===== src/rtl/coll_score_pkg.sv =====
// Shared definitions for the collision/score block.
//
// The `define constants below are the shared table geometry, direction
// encoding and seven-segment patterns. Segment patterns are active-low,
// bit0 = segment a ... bit6 = segment g.
//
// Package coll_score_pkg provides typed copies of the geometry, the
// player/side encoding and the seven-segment decoder.
//
// No ports (package only).

`ifndef COLL_SCORE_DEFS
`define COLL_SCORE_DEFS
`define LEFT          1'b1
`define TABLE_LEFT    16
`define TABLE_RIGHT   624
`define PADDLE_LEFT   24
`define PADDLE_RIGHT  608
`define PADDLE_WIDTH  8
`define PADDLE_HEIGHT 64
`define BALL_HSIZE    8
`define BALL_VSIZE    8
`define SEG_0     7'b1000000
`define SEG_1     7'b1111001
`define SEG_2     7'b0100100
`define SEG_3     7'b0110000
`define SEG_4     7'b0011001
`define SEG_5     7'b0010010
`define SEG_6     7'b0000010
`define SEG_7     7'b1111000
`define SEG_8     7'b0000000
`define SEG_9     7'b0010000
`define SEG_BLANK 7'b1111111
`define SEG_OTHER 7'b0001110
`endif

package coll_score_pkg;

  localparam logic DIR_LEFT      = `LEFT;
  localparam int   TABLE_LEFT    = `TABLE_LEFT;
  localparam int   TABLE_RIGHT   = `TABLE_RIGHT;
  localparam int   PADDLE_LEFT   = `PADDLE_LEFT;
  localparam int   PADDLE_RIGHT  = `PADDLE_RIGHT;
  localparam int   PADDLE_WIDTH  = `PADDLE_WIDTH;
  localparam int   PADDLE_HEIGHT = `PADDLE_HEIGHT;
  localparam int   BALL_HSIZE    = `BALL_HSIZE;
  localparam int   BALL_VSIZE    = `BALL_VSIZE;

  // Player identity, also the encoding of the winner output.
  typedef enum logic {
    SIDE_LEFT  = 1'b0,
    SIDE_RIGHT = 1'b1
  } side_e;

  function automatic logic [6:0] seg_decode(input logic [3:0] d);
    case (d)
      4'd0:    seg_decode = `SEG_0;
      4'd1:    seg_decode = `SEG_1;
      4'd2:    seg_decode = `SEG_2;
      4'd3:    seg_decode = `SEG_3;
      4'd4:    seg_decode = `SEG_4;
      4'd5:    seg_decode = `SEG_5;
      4'd6:    seg_decode = `SEG_6;
      4'd7:    seg_decode = `SEG_7;
      4'd8:    seg_decode = `SEG_8;
      4'd9:    seg_decode = `SEG_9;
      default: seg_decode = `SEG_OTHER;
    endcase
  endfunction

endpackage


===== src/rtl/coll_score_bcd_counter.sv =====
// bcd_counter: DIGITS-digit BCD up-counter, wraps from all-9s to all-0s.
//
// Ports:
//   clk    in  1           system clock
//   rst    in  1           synchronous active-high reset
//   clr    in  1           synchronous clear (priority over inc)
//   inc    in  1           increment enable
//   digits out 4*DIGITS    BCD value, digit 0 (LSD) in bits [3:0]

module bcd_counter #(
  parameter int DIGITS = 2
) (
  input  logic                  clk,
  input  logic                  rst,
  input  logic                  clr,
  input  logic                  inc,
  output logic [4*DIGITS-1:0]   digits
);

  logic [4*DIGITS-1:0] digits_nx;
  logic                carry;

  // Ripple the increment through the digits; a 9 rolls to 0 and carries on.
  always_comb begin
    // NOTE: defaults first so every path assigns every variable -- no latch.
    digits_nx = digits;
    carry     = inc;
    for (int i = 0; i < DIGITS; i++) begin
      if (carry) begin
        if (digits[i*4 +: 4] == 4'd9) begin
          digits_nx[i*4 +: 4] = 4'd0;
        end else begin
          digits_nx[i*4 +: 4] = digits[i*4 +: 4] + 4'd1;
          // NOTE: blocking assignment here so later loop iterations see the
          // updated carry within the same evaluation.
          carry = 1'b0;
        end
      end
    end
  end

  always_ff @(posedge clk) begin
    // NOTE: non-blocking for all clocked state so every register samples
    // values from before the edge.
    if (rst || clr) begin
      digits <= '0;
    end else begin
      digits <= digits_nx;
    end
  end

endmodule


===== src/rtl/coll_score.sv =====
// coll_score: ball collision detection, scoring, game-over and a
// multiplexed seven-segment score display.
//
// Ports:
//   clk, rst                       clock, synchronous active-high reset
//   left_paddle_pos/right_paddle_pos [POS_W] paddle top positions
//   ball_h, ball_v [POS_W]         ball position
//   ball_dir                       `LEFT = moving left
//   ball_speed [4]                 pixels per step
//   score_clr                      start a new game
//   coll_paddle, coll_wall         registered collision levels
//   point_left, point_right        1-cycle pulse when that player scores
//   game_over, winner              end of game, winner 0 = left, 1 = right
//   seg [7]                        active-low segments, bit0 = a
//   an [2*DIGITS]                  active-low one-hot digit enable
//
// Optional feature: define COLL_SCORE_LZB_EN for leading-zero blanking of
// each player's score (the LSD is always shown).

module coll_score
  import coll_score_pkg::*;
#(
  parameter int DIGITS    = 2,
  parameter int WIN_SCORE = 11,
  parameter int SCAN_DIV  = 50000,
  parameter int POS_W     = 11
) (
  input  logic                  clk,
  input  logic                  rst,
  input  logic [POS_W-1:0]      left_paddle_pos,
  input  logic [POS_W-1:0]      right_paddle_pos,
  input  logic [POS_W-1:0]      ball_h,
  input  logic [POS_W-1:0]      ball_v,
  input  logic                  ball_dir,
  input  logic [3:0]            ball_speed,
  input  logic                  score_clr,
  output logic                  coll_paddle,
  output logic                  coll_wall,
  output logic                  point_left,
  output logic                  point_right,
  output logic                  game_over,
  output logic                  winner,
  output logic [6:0]            seg,
  output logic [2*DIGITS-1:0]   an
);

  localparam int EW        = POS_W + 1;
  localparam int SLOTS     = 2 * DIGITS;
  localparam int SLOT_W    = $clog2(SLOTS);
  localparam int SCAN_W    = $clog2(SCAN_DIV);
  localparam int MAX_SCORE = 10**DIGITS - 1;
  localparam int CNT_W     = $clog2(MAX_SCORE + 1);

  // ---------------------------------------------------------------- collision
  // One extra bit of headroom so the right-hand sum never overflows.
  logic [EW-1:0] h_ext, spd_ext, v_ext, v_bot, lpad_ext, rpad_ext;
  logic [EW-1:0] left_edge, right_edge;
  logic          under, wall_l, wall_r, pad_l, pad_r, ovl_l, ovl_r;
  logic          wall_d, paddle_d;

  assign h_ext    = EW'(ball_h);
  assign spd_ext  = EW'(ball_speed);
  assign v_ext    = EW'(ball_v);
  assign lpad_ext = EW'(left_paddle_pos);
  assign rpad_ext = EW'(right_paddle_pos);

  // A ball closer to 0 than one step is past the left wall; the subtraction
  // would otherwise wrap to a huge value and miss the hit.
  assign under      = h_ext < spd_ext;
  assign left_edge  = h_ext - spd_ext;
  assign right_edge = h_ext + EW'(`BALL_HSIZE) + spd_ext;
  assign v_bot      = v_ext + EW'(`BALL_VSIZE);

  assign wall_l = under || (left_edge <= EW'(`TABLE_LEFT));
  assign wall_r = right_edge >= EW'(`TABLE_RIGHT);
  assign pad_l  = under || (left_edge <= EW'(`PADDLE_LEFT + `PADDLE_WIDTH));
  assign pad_r  = right_edge >= EW'(`PADDLE_RIGHT);
  assign ovl_l  = (v_ext <= lpad_ext + EW'(`PADDLE_HEIGHT)) && (v_bot >= lpad_ext);
  assign ovl_r  = (v_ext <= rpad_ext + EW'(`PADDLE_HEIGHT)) && (v_bot >= rpad_ext);

  // A wall hit masks any paddle hit.
  assign wall_d   = (ball_dir == `LEFT) ? wall_l : wall_r;
  assign paddle_d = !wall_d && ((ball_dir == `LEFT) ? (pad_l && ovl_l) : (pad_r && ovl_r));

  logic wall_right; // registered alongside coll_wall: 1 = right wall
  logic wall_prev;

  always_ff @(posedge clk) begin
    if (rst) begin
      coll_wall   <= 1'b0;
      coll_paddle <= 1'b0;
      wall_right  <= 1'b0;
      wall_prev   <= 1'b0;
    end else begin
      coll_wall   <= wall_d;
      coll_paddle <= paddle_d;
      wall_right  <= (ball_dir != `LEFT);
      wall_prev   <= coll_wall;
    end
  end

  // ------------------------------------------------------------------ scoring
  logic                wall_rise, hit, inc_left, inc_right;
  logic [CNT_W-1:0]    left_cnt, right_cnt, left_cnt_nx, right_cnt_nx;
  logic [4*DIGITS-1:0] left_bcd, right_bcd;

  // A held wall contact scores once; score_clr discards a coincident edge.
  assign wall_rise = coll_wall && !wall_prev;
  assign hit       = wall_rise && !game_over && !score_clr;
  assign inc_left  = hit && wall_right;   // right wall: left player scores
  assign inc_right = hit && !wall_right;  // left wall: right player scores

  assign left_cnt_nx  = (left_cnt  == CNT_W'(MAX_SCORE)) ? '0 : left_cnt  + 1'b1;
  assign right_cnt_nx = (right_cnt == CNT_W'(MAX_SCORE)) ? '0 : right_cnt + 1'b1;

  always_ff @(posedge clk) begin
    if (rst || score_clr) begin
      left_cnt    <= '0;
      right_cnt   <= '0;
      game_over   <= 1'b0;
      winner      <= SIDE_LEFT;
      point_left  <= 1'b0;
      point_right <= 1'b0;
    end else begin
      point_left  <= inc_left;
      point_right <= inc_right;
      if (inc_left) begin
        left_cnt <= left_cnt_nx;
        if (left_cnt_nx == CNT_W'(WIN_SCORE)) begin
          game_over <= 1'b1;
          winner    <= SIDE_LEFT;
        end
      end
      if (inc_right) begin
        right_cnt <= right_cnt_nx;
        if (right_cnt_nx == CNT_W'(WIN_SCORE)) begin
          game_over <= 1'b1;
          winner    <= SIDE_RIGHT;
        end
      end
    end
  end

  bcd_counter #(.DIGITS(DIGITS)) u_left_score (
    .clk    (clk),
    .rst    (rst),
    .clr    (score_clr),
    .inc    (inc_left),
    .digits (left_bcd)
  );

  bcd_counter #(.DIGITS(DIGITS)) u_right_score (
    .clk    (clk),
    .rst    (rst),
    .clr    (score_clr),
    .inc    (inc_right),
    .digits (right_bcd)
  );

  // ------------------------------------------------------------------ display
  logic [SCAN_W-1:0]   scan_cnt;
  logic [SLOT_W-1:0]   slot, slot_nx;
  logic                lit, tc;
  logic [4*DIGITS-1:0] sel_bcd;
  logic [3:0]          digit;
  logic                blank;
  logic [6:0]          seg_nx;
  logic [SLOTS-1:0]    an_nx;
  int                  slot_idx, digit_pos;

  assign tc = scan_cnt == SCAN_W'(SCAN_DIV - 1);

  // The first terminal count after reset lights slot 0 rather than
  // advancing, so the scan always starts at the left MSD.
  always_comb begin
    slot_nx = slot + 1'b1;
    if (!lit || slot == SLOT_W'(SLOTS - 1)) begin
      slot_nx = '0;
    end
  end

  // Decode the slot about to be shown, so seg/an change on the same edge
  // as the slot index.
  always_comb begin
    slot_idx  = int'(slot_nx);
    sel_bcd   = left_bcd;
    digit_pos = DIGITS - 1 - slot_idx;
    if (slot_idx >= DIGITS) begin
      sel_bcd   = right_bcd;
      digit_pos = SLOTS - 1 - slot_idx;
    end
    digit = sel_bcd[digit_pos*4 +: 4];
    blank = 1'b0;
`ifdef COLL_SCORE_LZB_EN
    // Blank unless this digit or any more significant one is non-zero.
    blank = (digit_pos != 0);
    for (int k = 0; k < DIGITS; k++) begin
      if (k >= digit_pos && sel_bcd[k*4 +: 4] != 4'd0) begin
        blank = 1'b0;
      end
    end
`endif
    seg_nx = blank ? `SEG_BLANK : seg_decode(digit);
    an_nx  = ~(SLOTS'(1) << (SLOTS - 1 - slot_idx));
  end

  always_ff @(posedge clk) begin
    if (rst) begin
      scan_cnt <= '0;
      slot     <= '0;
      lit      <= 1'b0;
      seg      <= `SEG_BLANK;
      an       <= '1;
    end else if (tc) begin
      scan_cnt <= '0;
      slot     <= slot_nx;
      lit      <= 1'b1;
      seg      <= seg_nx;
      an       <= an_nx;
    end else begin
      scan_cnt <= scan_cnt + 1'b1;
    end
  end

endmodule


===== config.mk =====
export PLATFORM = sky130hd
export DESIGN_NAME = coll_score
export DESIGN_NICKNAME = d
export VERILOG_FILES = /design/src/rtl/coll_score_pkg.sv /design/src/rtl/coll_score_bcd_counter.sv /design/src/rtl/coll_score.sv
export SDC_FILE = /design/constraint.sdc
export NUM_CORES = 1
export LEC_CHECK = 0
export CORE_MARGIN = 10
export CORE_UTILIZATION = 56
export DETAILED_ROUTE_END_ITERATION = 10
export PLACE_DENSITY = 0.81
export SLEW_MARGIN = 0
export SYNTH_ARGS = -nofsm -noshare
export SYNTH_HDL_FRONTEND = slang
export SYNTH_SLANG_ARGS = --single-unit

===== constraint.sdc =====
create_clock -name clk -period 3.15 [get_ports clk]
set_input_delay 0.63 -clock clk [delete_from_list [all_inputs] [get_ports clk]]
set_output_delay 0.63 -clock clk [all_outputs]
set_load 0.005 [all_outputs]

**Word-level counts from Yosys, hierarchy flattened**

Memories as Yosys holds them, arrays and structs flattened. A register that Yosys moved wholly into a read port is not among the register bits.
Cells that the tools add are included.

- Shifts and indexed selects: 2
- Muxes and demuxes: 23
- Eq/ne operators: 10
- Order comparisons: 10
- Bitwise operators: 2
- Add/subtract/negate cells: 16
- Reductions and logical operators: 21

Operator list:

| operator | number |
|---|---|
| variable part select 8 x 32 -> 4 bit | 1 |
| left shift 1 x 32 -> 4 bit (first input constant) | 1 |
| 2-to-1 mux 30 bit | 1 |
| adder 11 x 4 -> 12 bit (second input constant) | 2 |
| adder 11 x 7 -> 12 bit (second input constant) | 2 |
| >= comparator 12 x 10 -> 1 bit (second input constant) | 2 |
| >= comparator 12 x 11 -> 1 bit | 2 |
| less-or-equal comparator 11 x 12 -> 1 bit | 2 |
| adder 16 x 1 -> 16 bit (second input constant) | 1 |
| adder 4 x 1 -> 4 bit (second input constant) | 4 |
| equality test 16 bit (second input constant) | 1 |
| equality test 4 bit (second input constant) | 4 |
| 2-to-1 mux 4 bit | 4 |
| adder 7 x 1 -> 7 bit (second input constant) | 2 |
| equality test 7 x 4 -> 1 bit (second input constant) | 2 |
| equality test 7 bit (second input constant) | 2 |
| 2-to-1 mux 1 bit | 14 |
| 2-to-1 mux 7 bit | 2 |
| adder 12 x 4 -> 12 bit | 1 |
| less-or-equal comparator 12 x 5 -> 1 bit (second input constant) | 1 |
| less-or-equal comparator 12 x 6 -> 1 bit (second input constant) | 1 |
| subtractor 11 x 4 -> 12 bit | 1 |
| less-than comparator 11 x 4 -> 1 bit | 1 |
| logical AND 1 bit | 10 |
| other kinds (12) | 20 |

- Output and inout bits: 17
- Bits of input ports: 52
- ROM bits: 112
- Logic and storage cells: 103
- Register bits after elaboration: 61
- Memories kept: 1

Memories:

| memory | words | width | rd ports | clocked after memory_dff | wr ports | RTL line | source |
|---|---|---|---|---|---|---|---|
| (name not given) | 16 | 7 | 1 | 1 | 0 | coll_score_pkg.sv:56 | `case (d)` |

**Depth between registers and ports, before layout**

Gate-level depths: netlist of the first run.

- Depth in word-level cells: 8
- Mapped depth: 13
- Mapped depth without buffers: 13

**Modules after synthesis**

From an unflattened synthesis of the first run, not the netlist that was laid out.

- Cells, all modules: 686
- Area total of the unflattened synthesis: 5392.7 µm²

Modules (own cells, without submodules):

| module | instances | area each (µm²) | cells each |
|---|---|---|---|
| coll_score | 1 | 4616.9 | 594 |
| bcd_counter | 2 | 387.9 | 46 |

**Worst setup path after synthesis of the first run**

No wires, ideal clock.

- Path type: in2reg
- From: input port ball_speed[1]
- To: register coll_wall
- Arrival: 2575 ps
- Slack: 445 ps
- Cell stages on the path: 12
- Setup time: 131 ps
- Path through: inv_1 ha_1 inv_1 ha_1 inv_1 fa_1 nand3b_1 nand2_1 mux2_2 a31oi_1 and3_1 a211oi_1

- Word-level cells in the longest chain between the ends: 4
- Elaborated cells on any way between the ends: 7
- Those cells by class: 2 x add/sub; 3 x order compare; 1 x mux; 1 x reduce/logical

Ends and longest elaborated chain:

| what | RTL line | source |
|---|---|---|
| from (decl) | coll_score.sv:35 | `input logic [3:0] ball_speed,` |
| subtractor 11 x 4 -> 12 bit | coll_score.sv:70 | `assign left_edge = h_ext - spd_ext;` |
| less-or-equal comparator 12 x 5 -> 1 bit | coll_score.sv:74 | `` assign wall_l = under \|\| (left_edge <= EW'(`TABLE_LEFT)); `` |
| logical OR 1 bit | coll_score.sv:74 |  |
| 2-to-1 mux 1 bit (*) | coll_score.sv:82 | `` assign wall_d = (ball_dir == `LEFT) ? wall_l : wall_r; `` |
| to (signal assigned) | coll_score.sv:95 | `coll_wall <= wall_d;` |
| to (decl) | coll_score.sv:38 | `output logic coll_wall,` |

Mark *: on every way between the ends. The rest lies on a longest branch, timed or not.
A chain may end at the register's enable or synchronous reset.

**Worst setup path in the final report of the first run**

Ends and elaborated chain as after synthesis.

==> out/qor.txt, run 1 <==
=================================================================================
Initial core utilization                                                    57.0%
Vias per cell                                                                5.74
Synth-to-Final Area Change                                                  23.0%
Combined buffer and inverter count along the critical path                      4
Top post-synthesis cells by count                                    sky130_fd_sc_hd__nor2_1, sky130_fd_sc_hd__dfxtp_1, sky130_fd_sc_hd__ha_1, sky130_fd_sc_hd__inv_1, sky130_fd_sc_hd__a21oi_1
Overall power after layout                                              0.00229 W
Wire length on met1                                                       6.04 mm
Critical path startpoint category                                       input pin
Antenna violations before repair                                                0
Remaining DRCs                                                                  0
Synthesized instance count                                                    673
CTS Root Cell                                                        sky130_fd_sc_hd__clkbuf_8
Switching part of the total                                                 25.8%
Library cell appearing most often on the critical path               sky130_fd_sc_hd__inv_1
Final period demand of the worst path                                     3.08 ns
Core box area                                                           9200 um^2
Num CTS Buffers                                                                 9
Final wirelength                                                          13.1 mm
Highest ir drop seen on vdd                                                289 uV
Slowest library cell on the worst path                               sky130_fd_sc_hd__clkdlybuf4s50_1
Largest delay contributor family on the critical path                 adder cells
Vias in the first global route                                               4893
CTS clk-pin slew, worst paths                                             0.08 ns
Total global routing track utilization                                      19.3%
Count of antenna-violating nets left after detailed routing                     0
Flip-flop cell with the highest count after synthesis                sky130_fd_sc_hd__dfxtp_1
Violation count after the first detailed-route iteration                      387
Period Utilization, post-route                                              97.6%
Synth warn                                                                      0
Critical path data required time                                          3.38 ns
Relative contribution of sequential cells to total power                    38.2%
Filler cell count in the final layout                                         753
Maximum single-stage delay on the critical path                           0.48 ns
Sequential area share after synthesis                                       26.0%
Combined area of the multi-input logic cells                            3590 um^2
Count of final hold-check violations                                            0
Maximum level of the CTS H-tree                                                 3
Highest achievable clock rate                                             325 MHz
Number of distinct library cells after synthesis                               64
Pleak                                                                     2.68 nW
Post-synthesis average cell area                                        7.79 um^2
Final clock skew                                                        0.0172 ns
Comb power frac                                                             19.2%
Total congestion overflow after global routing                                  0
Hold crit path type                                                    reg -> reg
Count of flip-flops with a built-in enable after synthesis                      0
Internal cell power                                                     0.00170 W
Maximum buffer depth of the clock tree                                          2
Fraction of final layout cells sized beyond drive strength 1                9.09%
Type of destination of the critical path                                 register
Clock latency of the later-clocked register in the worst-skew pair        0.36 ns
Length of routed met2 wiring                                              6.25 mm
Post-synth top area cell                                             sky130_fd_sc_hd__dfxtp_1
Critical path, cell by cell                                          clkdlybuf4s50_1, inv_1, ha_1, inv_1, ha_1, inv_1, fa_1, nand3b_1, nand2_2, mux2_2, a31oi_1, and3_1, a211oi_1
Die Area                                                               13600 um^2
Number of diodes added for antenna fixing                                       0
Placed Instance Area                                                    6140 um^2
Placer's final routability congestion estimate                              0.880
Total nets after synthesis                                                    790
Detailed-routing iteration count for the pre-antenna-repair pass                5
Pin slew with the least headroom to its limit                            0.697 ns
Number of register bits inferred by synthesis                                  68
Post_cts resized                                                                0
Global-route wire length before repair                                    21.9 mm
Worst hold margin                                                        0.472 ns
Number of post-CTS setup repair buffers                                         0
Post-DP HPWL                                                              10.3 mm
Top layer reached by signal wires                                            met4
Crit Path Max Fanout                                                            4
Hold Buf Count CTS                                                              0
Result of the run                                                    complete, no violations
Count leader, synth                                                  sky130_fd_sc_hd__nor2_1
Max Cap Viol                                                                    0
Count of standard-cell rows                                                    35
Rel. slew slack                                                             53.2%
Net switching power                                                    0.000589 W
Horizontal extent of the die                                               117 um
Length of routed met3 wiring                                               639 um
Ys async rst share                                                             0%
I/O Buffers                                                                    68
Type of the setup path with the least slack                             in -> reg
Total number of nets in the final design                                      871
Die Ht                                                                     117 um
Clk network pwr share                                                       42.6%
Io pins                                                                        69
Power per standard cell area                                          354 nW/um^2
Wire length per cell                                                      15.0 um
Register cell area after layout                                         1360 um^2
Synth top area share                                                        26.0%
Sinks on the clock net                                                         68
Setup Viol. Count Final                                                         0
Cell area after technology mapping                                      5240 um^2
Final design area excluding fillers                                     6450 um^2
Largest net degree at the start of global routing                              31
Clock tree from TritonCTS                                                    done
Cell types with the largest area share after synthesis               sky130_fd_sc_hd__dfxtp_1, sky130_fd_sc_hd__ha_1, sky130_fd_sc_hd__nor2_1
Final slew viol count                                                           0
Vias                                                                         4993
Worst endpoint data arrival time                                          3.30 ns
=================================================================================
final timing paths:
| check | from | end | slack (ns) | depth (start not counted) |
|---|---|---|---|---|
| setup reg to reg | slot[0] | seg[6] | 0.44 | 10 |
| hold / removal | scan_cnt[0] | scan_cnt[0] | 0.47 | 1 |
| setup / recovery | ball_speed[1] | coll_wall | 0.07 | 13 |
| hold reg to reg | scan_cnt[0] | scan_cnt[0] | 0.47 | 1 |
per-layer routing:
| metal | global-route usage (%) | vias to the layer above |
|---|---|---|
| met5 | 0 | - |
| met3 | 3.90 | 14 |
| met4 | 6.01 | 0 |
| met2 | 32.8 | 139 |
| li1 | - | 2538 |
| met1 | 23.9 | 2302 |
cells by family (layout without fill, tap and decap cells):
group,count (synthesis),in the layout,synth area share [%]
adders and majority gates,65,65,15.8
and+or+nand+nor,270,270,26.6
buffers and inverters,79,165,6.13
xor gates and xnor gates,44,44,7.35
AOI/OAI and AO/OA,138,138,16.3
DFF,68,68,26.0
muxes,9,9,1.89
stage by stage:
stage               utilization [%]  worst slack, ns  std cells  TNS, ns
finish                         70.1           0.0747        870        0
global route                   70.1          -0.0229        870  -0.0394
CTS                            69.8            0.140        870        0
detailed placement             66.8           -0.221        854   -0.425
global placement               66.8           -0.174        854   -0.332
floorplan                         -            0.445        673        0
layout by cell type (no fill, tap or decap), types with 31 or more instances in the layout:
cell                               n
sky130_fd_sc_hd__dfxtp_1          68
sky130_fd_sc_hd__nand3_1          39
sky130_fd_sc_hd__clkdlybuf4s50_1  68
sky130_fd_sc_hd__xnor2_1          31
sky130_fd_sc_hd__o21ai_0          33
sky130_fd_sc_hd__nand2_1          42
sky130_fd_sc_hd__a21oi_1          48
sky130_fd_sc_hd__nor2_1           77
sky130_fd_sc_hd__ha_1             63
sky130_fd_sc_hd__inv_1            54
state kept, by name (all words and copies together) (netlist names), 2 cells and up:
name,flops
slot,2
scan_cnt,16
an,4
right_cnt,7
u_right_score.digits,8
left_cnt,7
seg,7
u_left_score.digits,8
power groups by stage:
stage / clock network [W] / logic, W / registers, W
after floorplan: 0 / 0.000246 / 0.000891
after global routing: 0.00102 / 0.000486 / 0.000874
final: 0.000974 / 0.000438 / 0.000873
after global placement: 0 / 0.000404 / 0.000893
after CTS: 0.000985 / 0.000427 / 0.000873
after detailed placement: 0 / 0.000424 / 0.000893
cell type report:
type | instances | area share (%)
clock buffers | 9 | 1.92
clock inverters | 7 | 2.27
inverters | 54 | 3.14
multi-input cells | 526 | 55.7
flip-flops and latches | 68 | 21.1
well taps | 111 | 2.15
repair buffers | 95 | 13.7
Power figures use the tool's default switching activity.
==> run 2, diff against run 1 <==
--- a/config.mk
+++ b/config.mk
@@ -5,6 +5,7 @@
 export SDC_FILE = /design/constraint.sdc
 export NUM_CORES = 1
 export LEC_CHECK = 0
+export ABC_CLOCK_PERIOD_IN_PS = 3150
 export CORE_MARGIN = 10
 export CORE_UTILIZATION = 56
 export DETAILED_ROUTE_END_ITERATION = 10
==> results of run 2 <==
Same layout as run 1: the final DEF is identical, and so are final timing and power.
==> run 3, diff against run 2 <==
--- a/config.mk
+++ b/config.mk
@@ -5,11 +5,12 @@
 export SDC_FILE = /design/constraint.sdc
 export NUM_CORES = 1
 export LEC_CHECK = 0
-export ABC_CLOCK_PERIOD_IN_PS = 3150
+export ABC_AREA = 1
+export ABC_CLOCK_PERIOD_IN_PS = 3300
 export CORE_MARGIN = 10
-export CORE_UTILIZATION = 56
+export CORE_UTILIZATION = 57
 export DETAILED_ROUTE_END_ITERATION = 10
-export PLACE_DENSITY = 0.81
+export PLACE_DENSITY = 0.82
 export SLEW_MARGIN = 0
 export SYNTH_ARGS = -nofsm -noshare
 export SYNTH_HDL_FRONTEND = slang
==> constraint.sdc (replaced) <==
create_clock -name clk -period 3.3 [get_ports clk]
set_input_delay 0.66 -clock clk [delete_from_list [all_inputs] [get_ports clk]]
set_output_delay 0.66 -clock clk [all_outputs]
set_load 0.005 [all_outputs]
==> run 3 against run 2 <==
Against the previous run:
- sequential cell count stayed put
- highest routed layer unchanged
- die area hardly changed
- area after synthesis is 1.7% higher
- design area is 0.83% lower
- critical path depth is 5 higher
- largest cell class unchanged
- via count is 4.9% higher
- clock power is 15% lower
- sequential power is 4.2% lower
- first-iteration DRC count is 21% lower
- critical endpoint is now coll_paddle
- combinational power is 8.7% lower
- routed wire length is 2.7% lower
==> out/qor.txt, run 3 <==
=====================================================================================
Result of the run                                                        complete, no violations
Count of non-filler cells in the finished layout                                  967   +11%
Switching part of the total                                                     26.8%   +1.0 points
Total global routing track utilization                                          19.1%   -0.26 points
Initial core utilization                                                        58.3%   +1.3 points
Critical path startpoint                                                 ball_speed[1]
CTS Root Cell                                                            sky130_fd_sc_hd__clkbuf_8
Number of diodes added for antenna fixing                                           0   unchanged
Post_cts resized                                                                    0   unchanged
Pin slew with the least headroom to its limit                                0.521 ns   -0.176 ns
Net switching power                                                        0.000553 W   -6.2%
Post-synthesis average cell area                                            6.88 um^2   -12%
Combined buffer and inverter count along the critical path                          5   +1
Vias in the first global route                                                   5196   +6.2%
Highest achievable clock rate                                                 339 MHz
Count of antenna-violating nets left after detailed routing                         0   unchanged
Source of the worst register-to-register timing path                          slot[0]
Slowest library cell on the worst path                                   sky130_fd_sc_hd__clkdlybuf4s50_1
Largest delay contributor family on the critical path                     adder cells
Number of placed instances, taps included                                         951   +11%
Final wirelength                                                              12.7 mm   -2.7%
Critical path data required time                                              3.59 ns   +0.21 ns
Critical path startpoint category                                           input pin
Crit Path Max Fanout                                                                4   unchanged
Maximum buffer depth of the clock tree                                              2   unchanged
Count of standard-cell rows                                                        35   unchanged
Final design area excluding fillers                                         6390 um^2   -0.83%
Number of post-CTS setup repair buffers                                             0   unchanged
Post-layout utilization of the core                                             69.9%   -0.25 points
Number of distinct library cells after synthesis                                   51   -20%
Final period demand of the worst path                                         2.95 ns
Count of final hold-check violations                                                0   unchanged
Global-route wire length before repair                                        21.6 mm   -1.4%
Wire length per cell                                                          13.2 um   -12%
Placer's final routability congestion estimate                                  0.892   +1.3%
Comb power frac                                                                 19.4%   +0.2 points
Critical path depth in cells                                                       18   +5
Filler cell count in the final layout                                             752   -0.13%
Ys async rst share                                                                 0%   unchanged
Type of the setup path with the least slack                                 in -> reg
Commonest cells after routing, fill and taps aside                       sky130_fd_sc_hd__nand2_1, sky130_fd_sc_hd__inv_1, sky130_fd_sc_hd__nor2_1
Final slew viol count                                                               0   unchanged
Synthesized instance count                                                        775   +15%
Worst endpoint data arrival time                                              3.24 ns   -0.06 ns
Highest ir drop seen on vdd                                                    203 uV   -30%
Core box area                                                               9150 um^2   -0.48%
Count leader, synth                                                      sky130_fd_sc_hd__nand2_1
Relative contribution of sequential cells to total power                        40.6%   +2.4 points
Clock latency of the later-clocked register in the worst-skew pair            0.35 ns   about the same
Cell count of the worst hold path                                                   2   +1
Maximum level of the CTS H-tree                                                     3   unchanged
Clk network pwr share                                                           40.0%   -2.6 points
Total congestion overflow after global routing                                      0   unchanged
CTS clk-pin slew, worst paths                                                 0.07 ns   about the same
Die Ht                                                                         117 um   about the same
Maximum single-stage delay on the critical path                               0.48 ns   about the same
Top post-synthesis cells by count                                        sky130_fd_sc_hd__nand2_1, sky130_fd_sc_hd__inv_1, sky130_fd_sc_hd__nor2_1, sky130_fd_sc_hd__dfxtp_1, sky130_fd_sc_hd__a21oi_1
Placed Instance Area                                                        6150 um^2   +0.16%
Cell count of the worst reg-to-reg path                                            11   +1
Fraction of final layout cells sized beyond drive strength 1                    8.06%   -1.0 points
Die Area                                                                   13600 um^2   about the same
Type of destination of the critical path                                     register
Post-synth top area cell                                                 sky130_fd_sc_hd__dfxtp_1
Cell types with the largest area share after synthesis                   sky130_fd_sc_hd__dfxtp_1, sky130_fd_sc_hd__ha_1, sky130_fd_sc_hd__nand2_1
Unrepaired setup endpoints after global routing                                 false
Register ranked first by flip-flop count                                     scan_cnt
Rel. slew slack                                                                 65.2%   +12 points
Count of flip-flops with a built-in enable after synthesis                          0   unchanged
Num CTS Buffers                                                                     9   unchanged
Most frequent standard cell in the layout excluding fill and tap cells   sky130_fd_sc_hd__nand2_1
Max Cap Viol                                                                        0   unchanged
Hold crit path type                                                        reg -> reg
Critical path, cell by cell                                              clkdlybuf4s50_1, inv_1, ha_1, inv_1, ha_1, inv_1, fa_1, inv_1, nand3_1, nand2_1, nand2_1, xor2_1, nand2_1, nor2_2, nand3_1, nor2_1, nand2_1, a21oi_1
Synth top area share                                                            25.5%   -0.44 points
Io pins                                                                            69   unchanged
Post-DP HPWL                                                                  10.4 mm   +0.71%
Period Utilization, post-route                                                  89.4%
Total number of nets in the final design                                          968   +11%
Remaining DRCs                                                                      0   unchanged
Clock tree from TritonCTS                                                        done
Detailed-routing iteration count for the pre-antenna-repair pass                    5   unchanged
Hold Buf Count CTS                                                                  0   unchanged
Sinks on the clock net                                                             68   unchanged
Cell area after technology mapping                                          5330 um^2   +1.7%
Vias per cell                                                                    5.42   -5.6%
Largest regs                                                             scan_cnt: 16 flops, u_left_score.digits: 8 flops, u_right_score.digits: 8 flops
Total nets after synthesis                                                        892   +13%
Worst hold margin                                                            0.465 ns   -0.00756 ns
Setup Viol. Count Final                                                             0   unchanged
Number of flip-flops under the largest register name                               16   unchanged
Largest net degree at the start of global routing                                  20   -35%
Total negative slack                                                             0 ns   unchanged
Sequential area share after synthesis                                           25.5%   -0.44 points
Internal cell power                                                         0.00151 W   -11%
HP Start                                                                          lit
Number of register bits inferred by synthesis                                      68   unchanged
Violation count after the first detailed-route iteration                          304   -21%
Final clock skew                                                            0.0132 ns   -0.00402 ns
Synth warn                                                                          0   unchanged
Pleak                                                                         2.91 nW   +8.5%
Horizontal extent of the die                                                   117 um   about the same
Synth-to-Final Area Change                                                      19.9%
I/O Buffers                                                                        68   unchanged
Power per standard cell area                                              322 nW/um^2   -9.1%
Antenna violations before repair                                                    0   unchanged
Vias                                                                             5239   +4.9%
Flip-flop cell with the highest count after synthesis                    sky130_fd_sc_hd__dfxtp_1
=====================================================================================
[run 3: cell count changes in the layout (fill, tap and decap cells not counted), sizes merged, moves of 15 or more]
cell | before | now
nor2b | 18 | 0
nand2 | 44 | 155
buf | 27 | 5
xnor2 | 31 | 7
nand3 | 39 | 54
inv | 55 | 128
[run 3: cell type report]
type                       count  area (um^2)  area share (%)
timing repair buffer          73          718            11.2
sequential                    68         1360            21.3
multi-input combinational    569         3450            53.9
clock buffer                  10          128            2.00
inverter                     130          489            7.65
clock inverter                 6          113            1.76
tap                          111          139            2.17
[run 3: metal layers]
layer / track usage (%) / routed length [um] / part of all wire (%) / vias to the layer above
li1: - / - / - / 2715
met1: 21.4 / 5500 / 43 / 2357
met2: 34.2 / 6330 / 50 / 142
met3: 4.11 / 638 / 5.0 / 25
met4: 7.58 / 258 / 2.0 / 0
met5: 0 / 0 / 0 / -
[run 3: path summary, 6_finish.rpt]
path                                    end  slack, ns
worst max-delay path            coll_paddle       0.35
worst min-delay path                    lit       0.46
worst max register to register       seg[1]       0.95
worst min register to register          lit       0.46
[run 3: power by group through the flow]
stage	logic [W]	clock network (W)	registers, W
after floorplan	0.000249	0	0.000853
after global placement	0.000382	0	0.000854
after detailed placement	0.000398	0	0.000855
after CTS	0.000400	0.000834	0.000836
after global routing	0.000458	0.000872	0.000836
final	0.000400	0.000824	0.000836
[run 3: tightest hold or removal path: cells and delay by family (launching register included)]
| family | cells | cell delay, ns |
|---|---|---|
| AO/OA/AOI/OAI | 1 | 0.06 |
| buffers and inverters | 1 | 0.05 |
| flip-flops | 1 | 0.31 |
[run 3: metrics by stage]
stage	worst slack, ns	total power, W
2_1_floorplan	0.715	0.00110
3_3_place_gp	0.0958	0.00124
3_5_place_dp	-0.0145	0.00125
4_1_cts	0.352	0.00207
5_1_grt	0.136	0.00217
6_report	0.349	0.00206
[run 3: kinds of logic (layout without fill, tap and decap cells)]
| group | Yosys count | in the layout | synth area share [%] |
|---|---|---|---|
| flops | 68 | 68 | 25.5 |
| simple gates | 350 | 350 | 31.7 |
| compound gates | 135 | 135 | 14.3 |
| buf+inv | 138 | 219 | 9.81 |
| xor+xnor | 19 | 19 | 3.12 |
| fa+ha+maj | 65 | 65 | 15.5 |
